## src/rtl/ram_ctrl_pkg.sv

```systemverilog
// Shared defaults and FSM encoding for the RAM burst controller.
package ram_ctrl_pkg;

  localparam int DEF_ADDR_W = 6;
  localparam int DEF_DATA_W = 8;
  localparam int DEF_LEN_W  = 4;

  typedef enum logic [1:0] {
    ST_IDLE = 2'd0,
    ST_WR   = 2'd1,
    ST_RD   = 2'd2
  } state_t;

endpackage

```

## src/rtl/rd_skid_fifo.sv

```systemverilog
// Two-entry read-return FIFO; push and pop in the same cycle are legal even when full.
module rd_skid_fifo #(
  parameter int W = 9
) (
  input  logic         clk,
  input  logic         reset,
  input  logic         push,
  input  logic [W-1:0] din,
  input  logic         pop,
  output logic [W-1:0] dout,
  output logic         empty,
  output logic [1:0]   count
);

  logic [W-1:0] r_mem [2];
  logic         r_wptr;
  logic         r_rptr;
  logic [1:0]   r_count;
  logic         w_push;
  logic         w_pop;

  // Guards make overflow/underflow impossible even if the caller misbehaves.
  assign w_pop  = pop && (r_count != 2'd0);
  assign w_push = push && ((r_count != 2'd2) || w_pop);

  always_ff @(posedge clk or posedge reset) begin
    if (reset) begin
      r_mem[0] <= '0;
      r_mem[1] <= '0;
      r_wptr   <= 1'b0;
      r_rptr   <= 1'b0;
      r_count  <= 2'd0;
    end else begin
      if (w_push) begin
        r_mem[r_wptr] <= din;
        r_wptr        <= ~r_wptr;
      end
      if (w_pop) begin
        r_rptr <= ~r_rptr;
      end
      case ({w_push, w_pop})
        2'b10:   r_count <= r_count + 2'd1;
        2'b01:   r_count <= r_count - 2'd1;
        default: r_count <= r_count;
      endcase
    end
  end

  assign dout  = r_mem[r_rptr];
  assign empty = (r_count == 2'd0);
  assign count = r_count;

endmodule

```

## src/rtl/ram_burst_ctrl.sv

```systemverilog
// Burst controller in front of a single-port RAM with registered read data.
// Reads are throttled so FIFO occupancy plus the in-flight read never exceeds two.
module ram_burst_ctrl
  import ram_ctrl_pkg::*;
#(
  parameter int ADDR_W = DEF_ADDR_W,
  parameter int DATA_W = DEF_DATA_W,
  parameter int LEN_W  = DEF_LEN_W
) (
  input  logic              clk,
  input  logic              reset,
  input  logic              cmd_valid,
  output logic              cmd_ready,
  input  logic              cmd_write,
  input  logic [ADDR_W-1:0] cmd_addr,
  input  logic [LEN_W-1:0]  cmd_len,
  input  logic              wr_valid,
  output logic              wr_ready,
  input  logic [DATA_W-1:0] wr_data,
  output logic              rd_valid,
  input  logic              rd_ready,
  output logic [DATA_W-1:0] rd_data,
  output logic              rd_last,
  output logic              busy,
  output logic              ram_we,
  output logic [ADDR_W-1:0] ram_addr,
  output logic [DATA_W-1:0] ram_din,
  input  logic [DATA_W-1:0] ram_dout
);

  state_t            r_state;
  logic [ADDR_W-1:0] r_addr;
  logic [LEN_W-1:0]  r_cnt;
  logic              r_issue_done;
  logic              r_inflight;
  logic              r_inflight_last;

  logic [DATA_W:0]   w_fifo_dout;
  logic              w_fifo_empty;
  logic [1:0]        w_fifo_count;
  logic              w_pop;
  logic              w_issue;
  logic [2:0]        w_occ;
  logic              w_rd_valid;

  assign w_rd_valid = ~w_fifo_empty;
  assign w_pop      = (r_state == ST_RD) && w_rd_valid && rd_ready;
  assign w_occ      = {1'b0, w_fifo_count} + {2'b0, r_inflight} - {2'b0, w_pop};
  assign w_issue    = (r_state == ST_RD) && !r_issue_done && (w_occ < 3'd2);

  always_ff @(posedge clk or posedge reset) begin
    if (reset) begin
      r_state         <= ST_IDLE;
      r_addr          <= '0;
      r_cnt           <= '0;
      r_issue_done    <= 1'b0;
      r_inflight      <= 1'b0;
      r_inflight_last <= 1'b0;
    end else begin
      r_inflight      <= w_issue;
      r_inflight_last <= w_issue && (r_cnt == '0);
      case (r_state)
        ST_IDLE: begin
          if (cmd_valid) begin
            r_addr       <= cmd_addr;
            r_cnt        <= cmd_len;
            r_issue_done <= 1'b0;
            r_state      <= cmd_write ? ST_WR : ST_RD;
          end
        end
        ST_WR: begin
          if (wr_valid) begin
            r_addr <= r_addr + ADDR_W'(1);
            if (r_cnt == '0) begin
              r_state <= ST_IDLE;
            end else begin
              r_cnt <= r_cnt - LEN_W'(1);
            end
          end
        end
        ST_RD: begin
          if (w_issue) begin
            r_addr <= r_addr + ADDR_W'(1);
            if (r_cnt == '0) begin
              r_issue_done <= 1'b1;
            end else begin
              r_cnt <= r_cnt - LEN_W'(1);
            end
          end
          // Last beat leaving the FIFO implies nothing else is queued or in flight.
          if (w_pop && w_fifo_dout[DATA_W]) begin
            r_state <= ST_IDLE;
          end
        end
        default: r_state <= ST_IDLE;
      endcase
    end
  end

  rd_skid_fifo #(
    .W (DATA_W + 1)
  ) u_rd_fifo (
    .clk   (clk),
    .reset (reset),
    .push  (r_inflight),
    .din   ({r_inflight_last, ram_dout}),
    .pop   (w_pop),
    .dout  (w_fifo_dout),
    .empty (w_fifo_empty),
    .count (w_fifo_count)
  );

  assign cmd_ready = (r_state == ST_IDLE);
  assign busy      = (r_state != ST_IDLE);
  assign wr_ready  = (r_state == ST_WR);
  assign ram_we    = (r_state == ST_WR) && wr_valid;
  assign ram_din   = (r_state == ST_WR) ? wr_data : '0;
  assign ram_addr  = r_addr;
  assign rd_valid  = w_rd_valid;
  assign rd_data   = w_fifo_dout[DATA_W-1:0];
  assign rd_last   = w_fifo_dout[DATA_W];

endmodule
```

## config.mk

```make
export PLATFORM = sky130hd
export DESIGN_NAME = ram_burst_ctrl
export DESIGN_NICKNAME = d
export VERILOG_FILES = /design/src/rtl/ram_ctrl_pkg.sv /design/src/rtl/rd_skid_fifo.sv /design/src/rtl/ram_burst_ctrl.sv
export SDC_FILE = /design/constraint.sdc
export NUM_CORES = 1
export LEC_CHECK = 0
export BUFFER_PORTS_ARGS = -buffer_cell sky130_fd_sc_hd__buf_2
export CAP_MARGIN = 10
export CORE_MARGIN = 8
export CORE_UTILIZATION = 25
export CTS_BUF_LIST = sky130_fd_sc_hd__clkbuf_8
export DETAILED_ROUTE_END_ITERATION = 16
export HOLD_SLACK_MARGIN = 0.08
export PLACE_DENSITY = 0.55
export SYNTH_ARGS = -nofsm -noshare
export SYNTH_HDL_FRONTEND = slang
export SYNTH_SLANG_ARGS = --single-unit
export TNS_END_PERCENT = 20
```

## constraint.sdc

```tcl
create_clock -name clk -period 4.6 [get_ports clk]
set_clock_uncertainty 0.1 [all_clocks]
set_input_delay 0.69 -clock clk [delete_from_list [all_inputs] [get_ports clk]]
set_output_delay 0.69 -clock clk [all_outputs]
set_load 0.01 [all_outputs]
```

After elaboration in Yosys (flattened, before gate mapping)
Cells that the tools add are included.
{"block": "word_totals", "regBits": 37, "input_bits": 32, "elab_cells": 87}
{"block": "classes", "n_addsub": 6, "order_cmp": 4, "n_eq_ne": 11, "mux": 27, "bitwise_logic": 5, "reduce_logical": 23}
{"cell": "$mux 9", "n": 4}
{"cell": "$bwmux 18", "n": 1}
{"cell": "$mux 6", "n": 3}
{"cell": "$pmux 6 s3", "n": 1}
{"cell": "$mux 4", "n": 4}
{"cell": "$pmux 4 s3", "n": 1}
{"cell": "$reduce_and 4->1", "n": 3}
{"cell": "$logic_and 1x1->1", "n": 10}
{"cell": "$mux 2", "n": 5}
{"cell": "$demux 9 s1", "n": 1}
{"cell": "$mux 8", "n": 1}
{"cell": "$ne 2x2->1 const B", "n": 4}
{"cell": "$reduce_bool 2->1", "n": 4}
{"cell": "$add 6x1->6 const B", "n": 1}
{"cell": "$ne 2x1->1 const B", "n": 3}
{"cell": "$pmux 2 s3", "n": 1}
{"cell": "$eq 2x1->1 const B", "n": 2}
{"cell": "$eq 2x2->1 const B", "n": 2}
{"cell": "$ge 2x2->1 const B", "n": 2}
{"cell": "$logic_not 2->1", "n": 2}
{"cell": "$logic_not 4->1", "n": 1}
{"cell": "$not 1->2", "n": 2}
{"cell": "$pmux 2 s2", "n": 1}
{"cell": "$sub 4x1->4 const B", "n": 1}
{"cell": "other kinds (12)", "n": 16}

Logic depth before layout (Yosys ltp)
Gate-level depths: netlist of the first run.
{"block": "depth", "word_depth": 9, "mapped_depth": 11, "depth_no_buf": 11}

Modules after synthesis
Synthesis of the first run repeated with hierarchy kept, for this count alone.
{"block": "unflattened", "cells_unflattened": 189, "hier_area_um2": 2113.3}
{"mod": "ram_burst_ctrl", "instances": 1, "cells_each": 123, "area_per_inst_um2": 1093.5, "seq_area_each_um2": 375.4}
{"mod": "rd_skid_fifo", "instances": 1, "cells_each": 66, "area_per_inst_um2": 1019.7, "seq_area_each_um2": 550.5}

Least setup slack after synthesis of the first run
No wires, ideal clock.
{"block": "synth_timing", "path_type": "in2reg", "start": "input rd_ready", "end": "register r_addr[0], in the netlist ram_addr[0]", "setup_ps": 95, "t_arrival_ps": 2597, "t_required_ps": 4405, "slack_ps": 1808, "cell_stages": 9, "n_path_buf": 0, "path_cell_list": "and2_1 and2_1 ha_1 nand2b_1 fa_1 nand2b_1 o21ai_1 nand2_1 o31ai_1"}
{"block": "synth_via", "elab_chain_len": 6}
{"item": "start: declaration", "line_no": "ram_burst_ctrl.sv:21", "source": "input logic rd_ready,"}
{"item": "$logic_and 1x1->1", "line_no": "ram_burst_ctrl.sv:47", "source": "assign w_pop = (r_state == ST_RD) && w_rd_valid && rd_ready;"}
{"item": "$sub 3x1->3", "line_no": "ram_burst_ctrl.sv:48", "source": "assign w_occ = {1'b0, w_fifo_count} + {2'b0, r_inflight} - {2'b0, w_pop};"}
{"item": "$lt 3x2->1", "line_no": "ram_burst_ctrl.sv:49", "source": "assign w_issue = (r_state == ST_RD) && !r_issue_done && (w_occ < 3'd2);"}
{"item": "$logic_and 1x1->1", "line_no": "ram_burst_ctrl.sv:49"}
{"item": "$ne 2x2->1 (no line)"}
{"item": "$reduce_and 4->1 (no line)"}
{"item": "end signal: assignment", "line_no": "ram_burst_ctrl.sv:65", "source": "r_addr <= cmd_addr;"}
{"item": "end signal: assignment", "line_no": "ram_burst_ctrl.sv:73", "source": "r_addr <= r_addr + ADDR_W'(1);"}
{"item": "end signal: assignment", "line_no": "ram_burst_ctrl.sv:83", "source": "r_addr <= r_addr + ADDR_W'(1);"}
{"item": "end: declaration", "line_no": "ram_burst_ctrl.sv:32", "source": "logic [ADDR_W-1:0] r_addr;"}
Every way passes these cells.
A chain may end at the register's enable or synchronous reset.

Final worst setup path of the first run
{"block": "layout_timing", "start": "register r_state[0]", "end": "register r_addr[0], in the netlist ram_addr[0]"}
{"block": "layout_via", "elab_chain_len": 8, "elab_cells_between_ends": 15, "classes_between": "add/sub: 1; order compare: 1; eq/ne: 5; mux: 1; reduce/logical: 7"}
{"item": "start: declaration", "line_no": "ram_burst_ctrl.sv:31", "source": "state_t r_state;"}
{"item": "start signal: assignment", "line_no": "ram_burst_ctrl.sv:68", "source": "r_state <= cmd_write ? ST_WR : ST_RD;"}
{"item": "$eq 2x2->1", "line_no": "ram_burst_ctrl.sv:47, ram_burst_ctrl.sv:49, ram_burst_ctrl.sv:62"}
{"item": "$logic_and 1x1->1 (2 in series)", "line_no": "ram_burst_ctrl.sv:47"}
{"item": "$sub 3x1->3", "line_no": "ram_burst_ctrl.sv:48"}
{"item": "$lt 3x2->1", "line_no": "ram_burst_ctrl.sv:49"}
{"item": "$logic_and 1x1->1", "line_no": "ram_burst_ctrl.sv:49"}
{"item": "$ne 2x2->1 (no line)"}
{"item": "$reduce_and 4->1 (no line)"}
Parallel ways exist; a longest one is shown, timed or not.

==> results of run 1 <==
report_power, final:
group          total (mW)  internal, mW  switching (mW)  leakage [nW]
clock               0.245         0.122           0.123        0.0512
combinational       0.863         0.410           0.453         0.720
sequential          0.592         0.471           0.121         0.456
total                1.70          1.00           0.697          1.23
layout make-up:
class                   instances  area [um^2]  area share, %
inverters                      10         37.5           1.49
clock buffers                   6         82.6           3.29
repair buffers                 60          303           12.0
clock inverters                 2         13.8          0.548
flip-flops and latches         37          926           36.8
well taps                     102          128           5.08
multi-input cells             133         1020           40.7
sequential cells by signal (all words and copies together), names as in the netlist:
name / cells
r_cnt: 4
r_inflight: 1
r_inflight_last: 1
r_issue_done: 1
r_state: 2
ram_addr: 6
u_rd_fifo.count: 2
u_rd_fifo.r_mem: 18
u_rd_fifo.r_rptr: 1
u_rd_fifo.r_wptr: 1
stage by stage:
stage          utilization, %  power, mW  cell area (um^2)  setup slack, ps  hold WS [ps]
5_1_grt                  32.4       1.85              2510             1260           418
2_1_floorplan               -       1.22              2010             1810           363
3_3_place_gp             31.1       1.47              2420             1480           381
6_report                 32.4       1.70              2510             1490           394
4_1_cts                  32.4       1.73              2510             1460           408
3_5_place_dp             31.1       1.47              2420             1450           388
cells in the mapped netlist, drive strengths merged, types with 4 or more instances:
library cell and n:
nor2b 4, o21ai 11, and2 12, ha 8, a31oi 5, nand2 7, nand2b 6, inv 10
dfrtp 37, mux2 27, a21oi 6, nor2 8, o31ai 5, nand3 7
per-layer routing:
metal / track usage, % / vias up
met4: 3.62 / 0
met1: 9.73 / 724
met3: 3.53 / 5
li1: - / 775
met5: 0 / -
met2: 14.8 / 39
worst max-delay path by stage:
stage	end	depth (start not counted)
3_5_place_dp	ram_addr[0]	10
4_1_cts	ram_addr[0]	11
5_1_grt	ram_addr[0]	11
2_1_floorplan	ram_addr[0]	9
3_3_place_gp	ram_addr[0]	10
6_report	ram_addr[0]	11
logic make-up after synthesis:
family          Yosys count
flops                    37
simple gates             52
compound gates           36
xor+xnor                  6
mux                      30
buf+inv                  16
fa+ha+maj                 9
cells in the final DEF (no fill, tap or decap), drive strengths merged, types with 3 or more instances in the layout:
cell type,n
nand2,7
xor2,3
inv,10
nand2b,6
a21oi,6
nand3,7
and2,12
o21ai,11
mux2i,3
ha,8
a31oi,5
mux2,27
nor2,8
buf,60
clkbuf,6
xnor2,3
o31ai,5
dfrtp,37
nor2b,4
worst max-delay path: stages (launching register included):
cell and delay, ps:
dfrtp_1 400, inv_1 100, ha_1 260, and2_1 240, and2_1 150, ha_1 210
nand2b_1 150, fa_1 490, nand2b_1 90, o21ai_1 380, nand2_1 210, o31ai_1 250
==> impl_metrics.env, run 1 <==
export IMPL_synth_top_cell_area_share_pct=46.0
export IMPL_drive_gt1_share_pct=39.9
export IMPL_fin_nets=288
export IMPL_critPathMaxFanout=6
export IMPL_drt_first_pass_iters=4
export IMPL_vias_per_cell=4.41
export IMPL_drt_iter0_markers=29
export IMPL_status="finished, final reports clean"
export IMPL_grt_pass1_wl_um=8020
export IMPL_maxCapViolCount=0
export IMPL_fin_tns_setup_ps=0
export IMPL_clkTransAtPathRegs_ps=80
export IMPL_htree_levels=2
export IMPL_wl_met1_um=2050
export IMPL_synth_top_family_by_area="multiplexers"
export IMPL_start_kind="flip-flop"
export IMPL_synthXorXnorAreaFrac_pct=2.61
export IMPL_ys_ff_latch=37
export IMPL_place_inst=342
export IMPL_routed_via_count=1543
export IMPL_core_um2=7770
export IMPL_relSlewSlack_pct=56.6
export IMPL_dp_hpwl_um=3570
export IMPL_cts_path_max_buffers=2
export IMPL_antenna_left=0
export IMPL_n_fill_cell=834
export IMPL_max_freq_mhz=322
export IMPL_dominantRegCellSynth="dfrtp_1"
export IMPL_fin_cells=350
export IMPL_slew_violations=0
export IMPL_r2r_end="ram_addr[0]"
export IMPL_dieArea_um2=11200
export IMPL_syn_nets=227
export IMPL_synth_avg_cell_area_um2=10.8
export IMPL_wl_met3_um=351
export IMPL_grt_start_max_net_pins=38
export IMPL_tightest_slew_ps=651
export IMPL_netlist_area_um2=2010
export IMPL_first_global_vias=1644
export IMPL_top_level_ports=60
export IMPL_dieHeight_um=106
export IMPL_dr_wl_met2_um=2250
export IMPL_hold_violations=0
export IMPL_cts_setup_buffers=0
export IMPL_async_reset_ff_share_pct=100
export IMPL_synth_edf_count=0
export IMPL_power_density_nw_per_um2=676
export IMPL_period_share_pct=67.5
export IMPL_antennaDiodeCount=0
export IMPL_rsz0062_at_grt="false"
export IMPL_grt_antenna_before_repair=0
export IMPL_overflow=0
export IMPL_gp_congestion=0.798
export IMPL_wl_um=4720
export IMPL_r2r_start="r_state[0]"
export IMPL_synth_area_top_cells="dfrtp_1, mux2_2, ha_1"
export IMPL_end_kind="flip-flop"
export IMPL_ff2ff_setup_slack_ps=1490
export IMPL_crit_path_start="r_state[0]"
export IMPL_cts_buffers=5
export IMPL_yosys_cell_types_count=39
export IMPL_hold_buffers=0
export IMPL_synth_compound_area_share_pct=11.3
export IMPL_root_buffer="clkbuf_8"
export IMPL_track_usage_pct=8.83
export IMPL_synth_warnings=0
export IMPL_port_buffer_count=59
export IMPL_worstSetupPathType="flip-flop to flip-flop"
export IMPL_setup_violations=0
export IMPL_vdd_drop_max_uv=263
export IMPL_synth_simple_area_share_pct=14.4
export IMPL_cts_sinks=37
export IMPL_insertion_delay_ps=290
export IMPL_cts_tree="built"
export IMPL_rows=32
export IMPL_crit_required_ps=4700
export IMPL_wl_per_cell_um=13.5
export IMPL_min_period_ps=3110
export IMPL_drc_errors=0
export IMPL_die_width_um=106
export IMPL_topRoutingLayerUsed="met4"
export IMPL_areaGrowthSynthToFinish_pct=24.9
export IMPL_initial_core_util_pct=25.9
export IMPL_synth_fa_ha_area_share_pct=5.97
export IMPL_synthCells=186
export IMPL_p_leak_nw=1.23
export IMPL_synth_top_area_cell="dfrtp_1"
export IMPL_hold_path_class="primary input to asynchronous set/reset pin"
export IMPL_cts_resized=0
export IMPL_synthMuxAreaShare_pct=16.6
export IMPL_rr_worst_depth=11
export IMPL_cp_data_arrival_time_ps=3210
export IMPL_synth_seq_area_share_pct=46.0
Power figures use the tool's default switching activity.
==> inputs of run 2 (changes only) <==
--- a/config.mk
+++ b/config.mk
@@ -12,7 +12,7 @@
 export CTS_BUF_LIST = sky130_fd_sc_hd__clkbuf_8
 export DETAILED_ROUTE_END_ITERATION = 16
 export HOLD_SLACK_MARGIN = 0.08
-export PLACE_DENSITY = 0.55
+export PLACE_DENSITY = 0.56
 export SYNTH_ARGS = -nofsm -noshare
 export SYNTH_HDL_FRONTEND = slang
 export SYNTH_SLANG_ARGS = --single-unit
==> constraint.sdc (replaced) <==
create_clock -name clk -period 2.7 [get_ports clk]
set_clock_uncertainty 0.1 [all_clocks]
set_input_delay 0.405 -clock clk [delete_from_list [all_inputs] [get_ports clk]]
set_output_delay 0.405 -clock clk [all_outputs]
set_load 0.01 [all_outputs]
==> run 2 against run 1 <==
  * Sequential cell count did not move
  * Sequential power rose by 71%
  * Via count rose by 4.9%
  * Clock-buffer cell count did not move
  * Critical path type unchanged
  * Largest cell class unchanged
  * Highest routed layer unchanged
==> impl_metrics.env, run 2 (synthesis gave the netlist of run 1 again) <==
export IMPL_status="finished, final reports clean"
export IMPL_rsz0062_at_grt="true"
export IMPL_vias_per_cell=4.46
export IMPL_rows=32
export IMPL_final_area_um2=2720
export IMPL_first_global_vias=1612
export IMPL_wl_um=4960
export IMPL_dpl_cell_area_um2=2500
export IMPL_antennaDiodeCount=0
export IMPL_end_kind="flip-flop"
export IMPL_grt_start_max_net_pins=38
export IMPL_regMostFlops="u_rd_fifo.r_mem"
export IMPL_total_power_mw=3.19
export IMPL_place_inst=352
export IMPL_top_level_ports=60
export IMPL_seq_area_um2=926
export IMPL_drive_gt1_share_pct=47.9
export IMPL_fin_util_pct=35.0
export IMPL_fin_nets=302
export IMPL_max_freq_mhz=379
export IMPL_grt_antenna_before_repair=0
export IMPL_timing_hold_ws_ps=126
export IMPL_critPathMaxFanout=6
export IMPL_worstSetupPathType="flip-flop to flip-flop"
export IMPL_initial_core_util_pct=25.9
export IMPL_drt_iter0_markers=101
export IMPL_relSlewSlack_pct=63.7
export IMPL_tightest_slew_ps=543
export IMPL_multi_input_area_um2=1140
export IMPL_hold_path_class="primary input to asynchronous set/reset pin"
export IMPL_slew_violations=0
export IMPL_start_kind="flip-flop"
export IMPL_port_buffer_count=59
export IMPL_dieArea_um2=11200
export IMPL_insertion_delay_ps=280
export IMPL_antenna_left=0
export IMPL_overflow=0
export IMPL_clkTransAtPathRegs_ps=70
export IMPL_gp_congestion=0.784
export IMPL_routed_via_count=1619
export IMPL_drc_errors=0
export IMPL_areaGrowthSynthToFinish_pct=35.3
export IMPL_p_leak_nw=1.31
export IMPL_cts_path_max_buffers=2
export IMPL_cts_buffers=5
export IMPL_crit_required_ps=2760
export IMPL_final_common_cell="buf_2"
export IMPL_track_usage_pct=9.04
export IMPL_period_share_pct=97.7
export IMPL_grt_pass1_wl_um=8260
export IMPL_cp_data_arrival_time_ps=2700
export IMPL_min_period_ps=2640
export IMPL_final_cell_mix="buf_2, dfrtp_1, mux2_2"
export IMPL_dieHeight_um=106
export IMPL_root_buffer="clkbuf_8"
export IMPL_vdd_drop_max_uv=286
export IMPL_cts_sinks=37
export IMPL_maxCapViolCount=0
export IMPL_setup_violations=0
export IMPL_wl_per_cell_um=13.7
export IMPL_largest_register_ffs=18
export IMPL_dp_hpwl_um=3740
export IMPL_hold_violations=0
export IMPL_htree_levels=2
export IMPL_cts_tree="built"
export IMPL_drt_first_pass_iters=4
export IMPL_hold_buffers=0
export IMPL_fin_cells=363
export IMPL_die_width_um=106
export IMPL_n_fill_cell=820
export IMPL_power_density_nw_per_um2=1170
export IMPL_core_um2=7770
==> run 2: metrics by stage <==
step,TNS (ps),worst slack (ps)
after detailed placement,0,13.5
after floorplan,0,9.26
final,0,62.1
after global routing,-158,-46.8
after CTS,-26.7,-14.9
after global placement,0,28.8
==> run 2: worst max-delay path: stages, from the launching register on <==
cell and delay [ps]:
dfrtp_1 410, ha_4 170, and2_4 130, and2_4 140
ha_4 220, nand2b_4 140, fa_1 540, nand2b_1 110
o21a_4 290, o31ai_4 170, o31ai_1 90
==> run 2: what timing repair did <==
| action | in CTS | in global routing |
|---|---|---|
| setup buffers | 0 | 4 |
| gates cloned | 0 | 0 |
| resized for setup | 1 | 17 |
| pin swaps | 0 | 7 |
| endpoints found under the setup margin | 9 | 10 |
==> run 2: final timing paths <==
check | startpoint | endpoint | slack, ps | cells after the start
setup / recovery | r_state[1] | ram_addr[0] | 60 | 10
hold / removal | reset | u_rd_fifo.r_mem[14] | 130 | 3
setup reg to reg | r_state[1] | ram_addr[0] | 60 | 10
hold reg to reg | u_rd_fifo.r_mem[7] | u_rd_fifo.r_mem[7] | 400 | 1
max in group asynchronous | reset | r_cnt[3] | 2030 | 3
min in group clk | ram_dout[7] | u_rd_fifo.r_mem[7] | 260 | 2
==> run 2: metal layers <==
metal / track usage (%) / wire [um] / part of all wire (%) / up-vias
li1: - / - / - / 800
met5: 0 / 0 / 0 / -
met4: 2.71 / 23 / 0.46 / 0
met2: 14.2 / 2410 / 49 / 33
met3: 2.80 / 230 / 4.6 / 2
met1: 11.6 / 2290 / 46 / 784
==> run 2: cell type report <==
class	count	area share [%]
sequential	37	34.0
inverter	10	1.38
multi-input combinational	133	41.7
clock buffer	6	3.03
clock inverter	1	0.138
timing repair buffer	74	15.0
tap	102	4.69
==> run 2: power breakdown <==
group          internal (mW)  switching, mW  total (mW)
Combinational          0.895          0.900        1.80
Sequential             0.804          0.211        1.01
Clock                  0.199          0.184       0.383
Total                   1.90           1.30        3.19
